===== src/rtl/mux4_way_merge_if.sv =====
// Handshake bundle for the 4-way round-robin merge: four source channels in,
// one merged stream out. master = traffic source/sink side, slave = merge block.
interface mux4_way_merge_if #(
  parameter int WIDTH = 16
);
  logic [WIDTH-1:0] w;
  logic [WIDTH-1:0] x;
  logic [WIDTH-1:0] y;
  logic [WIDTH-1:0] z;
  logic [3:0]       in_valid;
  logic [3:0]       in_ready;
  logic [WIDTH-1:0] out;
  logic [1:0]       sel;
  logic             out_valid;
  logic             out_ready;

  modport master (
    output w, x, y, z, in_valid, out_ready,
    input  in_ready, out, sel, out_valid
  );

  modport slave (
    input  w, x, y, z, in_valid, out_ready,
    output in_ready, out, sel, out_valid
  );
endinterface


===== src/rtl/mux4_way_merge.sv =====
// Round-robin merge of four valid/ready channels into one registered output
// stage; full throughput, grants decided combinationally from control only.
module mux4_way_merge #(
  parameter int WIDTH = 16
) (
  input  logic           clk,
  input  logic           reset_n,
  mux4_way_merge_if.slave bus
);

  logic [WIDTH-1:0] out_p1;
  logic [1:0]       sel_p1;
  logic             vld_p1;
  logic [1:0]       last;

  logic             load;
  logic             found;
  logic [1:0]       win;
  logic [1:0]       idx;
  logic [WIDTH-1:0] data_p0;

  assign load = !vld_p1 || bus.out_ready;

  // Stage p0: search upward from last+1 so the most recent winner ranks lowest.
  always_comb begin
    found = 1'b0;
    win   = 2'd0;
    idx   = 2'd0;
    for (int k = 1; k <= 4; k++) begin
      idx = last + 2'(k);
      if (!found && bus.in_valid[idx]) begin
        found = 1'b1;
        win   = idx;
      end
    end
  end

  always_comb begin
    data_p0 = bus.w;
    case (win)
      2'd0: data_p0 = bus.w;
      2'd1: data_p0 = bus.x;
      2'd2: data_p0 = bus.y;
      2'd3: data_p0 = bus.z;
      default: data_p0 = bus.w;
    endcase
  end

  always_comb begin
    bus.in_ready = 4'b0000;
    if (reset_n && load && found)
      bus.in_ready = 4'b0001 << win;
  end

  // Stage p1: output register; last=3 after reset puts channel 0 first.
  always_ff @(posedge clk or negedge reset_n) begin
    if (!reset_n) begin
      out_p1 <= '0;
      sel_p1 <= 2'd0;
      vld_p1 <= 1'b0;
      last   <= 2'd3;
    end else if (load) begin
      if (found) begin
        out_p1 <= data_p0;
        sel_p1 <= win;
        vld_p1 <= 1'b1;
        last   <= win;
      end else begin
        vld_p1 <= 1'b0;
      end
    end
  end

  assign bus.out       = out_p1;
  assign bus.sel       = sel_p1;
  assign bus.out_valid = vld_p1;

endmodule


===== src/flat_wrapper.sv =====
// flat-port wrapper written by rule: the top's interface ports become plain ports
module mux4_way_merge_flat 
#(
  parameter int WIDTH = 16
)
  (clk, reset_n, bus_w, bus_x, bus_y, bus_z, bus_in_valid, bus_out_ready, bus_in_ready, bus_out, bus_sel, bus_out_valid);
  mux4_way_merge_if #(.WIDTH(WIDTH)) bus_i ();
  input  logic clk;
  input  logic reset_n;
  input wire logic [$bits(bus_i.w)-1:0] bus_w;
  input wire logic [$bits(bus_i.x)-1:0] bus_x;
  input wire logic [$bits(bus_i.y)-1:0] bus_y;
  input wire logic [$bits(bus_i.z)-1:0] bus_z;
  input wire logic [$bits(bus_i.in_valid)-1:0] bus_in_valid;
  input wire logic [$bits(bus_i.out_ready)-1:0] bus_out_ready;
  output wire logic [$bits(bus_i.in_ready)-1:0] bus_in_ready;
  output wire logic [$bits(bus_i.out)-1:0] bus_out;
  output wire logic [$bits(bus_i.sel)-1:0] bus_sel;
  output wire logic [$bits(bus_i.out_valid)-1:0] bus_out_valid;
  assign bus_i.w = bus_w;
  assign bus_i.x = bus_x;
  assign bus_i.y = bus_y;
  assign bus_i.z = bus_z;
  assign bus_i.in_valid = bus_in_valid;
  assign bus_i.out_ready = bus_out_ready;
  assign bus_in_ready = bus_i.in_ready;
  assign bus_out = bus_i.out;
  assign bus_sel = bus_i.sel;
  assign bus_out_valid = bus_i.out_valid;
  mux4_way_merge #(.WIDTH(WIDTH)) u_core (.clk(clk), .reset_n(reset_n), .bus(bus_i));
endmodule

===== config.mk =====
export PLATFORM = sky130hd
export DESIGN_NAME = mux4_way_merge_flat
export DESIGN_NICKNAME = d
export VERILOG_FILES = /design/src/rtl/mux4_way_merge_if.sv /design/src/rtl/mux4_way_merge.sv /design/src/flat_wrapper.sv
export SDC_FILE = /design/constraint.sdc
export NUM_CORES = 1
export LEC_CHECK = 0
export CORE_MARGIN = 2
export CORE_UTILIZATION = 44
export DETAILED_ROUTE_END_ITERATION = 7
export PLACE_DENSITY = 0.87
export REMOVE_ABC_BUFFERS = 1
export SYNTH_ARGS = -nofsm -noshare
export SYNTH_HDL_FRONTEND = slang
export SYNTH_SLANG_ARGS = --single-unit

===== constraint.sdc =====
create_clock -name clk -period 4 [get_ports clk]
set_input_delay 0.4 -clock clk [delete_from_list [all_inputs] [get_ports clk]]
set_output_delay 0.4 -clock clk [all_outputs]
set_load 0.05 [all_outputs]

==> impl_metrics.yaml <==
status:
  run_status: "finished clean"
clock_tree:
  worstSkewPairLatency_ps: 270
  cts_tree: "yes"
  hold_buffers: 0
  root_buffer: "clkbuf_8"
  clockBufferDepth: 2
  numCtsBuffers: 3
  clkSinkCount: 21
  postCtsSetupRepairBufs: 0
  cts-resized-gates: 0
  htree_levels: 1
  cts.reportedPaths.clkPinSlew_ps: 90
grt:
  grt_max_degree: 27
  grt_antenna_before_repair: 0
  track_usage_pct: 26.0
  grt_pass1_vias: 2156
  overflow: 0
  grt_first_pass_wirelength_um: 10400
setup_path:
  end_kind: "output port"
  r2r_start: "u_core.last[1]$_DFFE_PN1P_"
  crit_slowest_cell: "clkdlybuf4s50_1"
  crit_type: "in2out"
  startpoint: "bus_in_valid[3]"
  setup.worst_path.start_class: "input pin"
  crit_required_ps: 3600
  cpPeakStageDelay_ps: 830
  critPathBufInv: 2
  reg2reg_slack_ps: 1800
  crit_chain: "clkdlybuf4s50_1 > mux2i_1 > o21ai_2 > nor2_1 > nor3b_1 > buf_12"
  arrival_ps: 2800
  critPathMaxFanout: 17
  cp_top_family: "buffers and inverters"
sta:
  tns_ps: 0
  skew_ps: 3.38
  fin_ws_ps: 796
  rsz0062_at_grt: "false"
  period_share_pct: 80.1
  final-hold-violation-count: 0
  period_minus_slack_ps: 3200
  fmax_mhz: 312
  slew_viol_final: 0
  setup_viol: 0
  max_slew.worst_pin.slew_ps: 1040
  relSlewSlack_pct: 30.9
route:
  drc: 0
  post_drt_wl_per_cell_um: 17.0
  num_vias: 2251
  dr.pass1.iters: 5
  drtAntennaViolNets: 0
  wl_um: 6130
  drt_iter0_markers: 111
  routed_via_density: 6.25
place:
  dp_hpwl_um: 4200
  place_area_um2: 2790
  post-place-ws_ps: 874
  io_buffers: 93
  gp_congestion: 0.819
pwr:
  p_comb_share_pct: 59.2
  clkPwrFrac_pct: 11.8
  switchingPower_uw: 626
  leakage_nw: 1.05
  switching_share_pct: 48.9
  peakVddDrop_mv: 0.263
  power.density_nw_per_um2: 452
  power_frac_seq_pct: 29.1
  intPower_uw: 654
final_layout:
  area_growth_pct: 52.3
  layout-drive-gt1-share_pct: 7.74
  num-fill-cells: 344
  final_area_um2: 2830
  ff_latch_area_um2: 528
  layout.nets: 382
  antenna_cells: 0
  multi_input_area_um2: 1200
logic_synthesis:
  ys_seq_area_share_pct: 28.4
  ys_warn_count: 0
  avgSynthCellArea_um2: 7.99
  synth_cell_type_count: 36
  synth_seq_cells: 21
  syn-cell-area_um2: 1860
  postSynthCellCount: 233
die:
  ios: 94
  coreArea_um2: 4030
  die_w_um: 69.0
  die_height_um: 69.0
  start_util_pct: 46.2
  rows: 23
  die-area_um2: 4760
flow_run:
  cap_viol_max_count: 0
min_path:
  hp-class: "in2async"
area by class of cell:
class / instances / share of cell area, %
clock buffers: 4 / 1.59
inverters: 1 / 0.132
multi-input cells: 183 / 42.4
flip-flops and latches: 21 / 18.6
well taps: 50 / 2.21
repair buffers: 101 / 35.1
power by group through the flow:
| stage | clock [mW] | sequential, mW | combinational, mW |
|---|---|---|---|
| after global placement | 0 | 0.369 | 0.745 |
| after global routing | 0.165 | 0.387 | 0.803 |
| final | 0.150 | 0.372 | 0.757 |
| after floorplan | 0 | 0.572 | 0.245 |
| after CTS | 0.148 | 0.369 | 0.758 |
| after detailed placement | 0 | 0.374 | 0.756 |
layer usage:
| layer | GRT usage, % | up-vias | share of wire (%) |
|---|---|---|---|
| li1 | - | 1076 | - |
| met2 | 41.0 | 116 | 49 |
| met5 | 0 | - | 0 |
| met3 | 4.82 | 10 | 6.5 |
| met4 | 8.50 | 0 | 0.83 |
| met1 | 35.8 | 1049 | 44 |
cell usage after synthesis:
cell type | count | area (um2)
a32oi_1 | 32 | 280
o21ai_0 | 32 | 160
nor2_1 | 22 | 82.6
dfrtp_1 | 19 | 475
nand2_1 | 17 | 63.8
and4b_1 | 16 | 160
nor3_1 | 16 | 80.1
o211ai_1 | 16 | 120
clkbuf_1 | 15 | 56.3
buf_2 | 10 | 50.1
a21oi_1 | 5 | 25.0
o21ai_1 | 3 | 15.0
buf_4 | 2 | 15.0
dfstp_2 | 2 | 52.6
mux2_2 | 2 | 22.5
nand2b_1 | 2 | 12.5
nor2b_1 | 2 | 12.5
o21bai_1 | 2 | 15.0
a211oi_1 | 1 | 7.51
a21boi_1 | 1 | 7.51
and3b_1 | 1 | 8.76
and4_1 | 1 | 8.76
buf_6 | 1 | 11.3
inv_1 | 1 | 3.75
mux2i_1 | 1 | 10.0
nand3_1 | 1 | 5.00
nand3b_1 | 1 | 7.51
nor3b_1 | 1 | 7.51
nor4_4 | 1 | 21.3
o211ai_2 | 1 | 12.5
o21a_1 | 1 | 7.51
o21ai_2 | 1 | 8.76
o21ba_2 | 1 | 10.0
o2bb2ai_1 | 1 | 8.76
or2_1 | 1 | 6.26
xnor2_1 | 1 | 8.76
registers in the layout, indices dropped and copies added, names as in the netlist:
name	cells
u_core.bus.out	16
u_core.bus.out_valid	1
u_core.bus.sel	2
u_core.last	2
worst paths after layout:
| kind | end | cells after the start |
|---|---|---|
| setup / recovery | bus_in_ready[3] | 6 |
| hold / removal | u_core.bus.out_valid$_DFFE_PN0N_ | 2 |
| setup reg to reg | u_core.bus.out[8]$_DFFE_PN0P_ | 4 |
| hold reg to reg | u_core.bus.sel[1]$_DFFE_PN0P_ | 1 |
| max in group asynchronous | u_core.last[0]$_DFFE_PN1P_ | 2 |
| min in group clk | u_core.bus.sel[1]$_DFFE_PN0P_ | 1 |
layout by cell type (no fill, tap or decap), types with 2 or more instances in the layout:
master,n
nand2b_1,2
buf_4,11
and4b_1,16
o21bai_1,2
o21ai_1,3
a21oi_1,5
mux2_2,2
o21ai_0,32
clkbuf_8,3
nor2b_1,2
clkdlybuf4s50_1,89
a32oi_1,32
dfrtp_1,19
dfstp_2,2
nor3_1,16
nand2_1,17
nor2_1,22
o211ai_1,16
metrics by stage:
stage               cells  utilization [%]  total power [mW]  hold WS (ps)
finish                360             70.3              1.28           485
global route          360             70.3              1.36           521
CTS                   360             70.3              1.28           497
detailed placement    356             69.2              1.13           515
global placement      356             69.2              1.11           505
floorplan             205                -             0.817           104
kinds of logic (layout without fill, tap and decap cells):
kind of cell	count (synthesis)	count (layout)	synth area share, %
AND/OR/NAND/NOR	82	82	25.6
XOR/XNOR	1	1	0.471
flip-flops	21	21	28.4
buffers and inverters	29	106	7.33
multiplexers	3	3	1.75
AO/OA/AOI/OAI	97	97	36.4
Note: power is estimated with default switching activity, not from simulation.
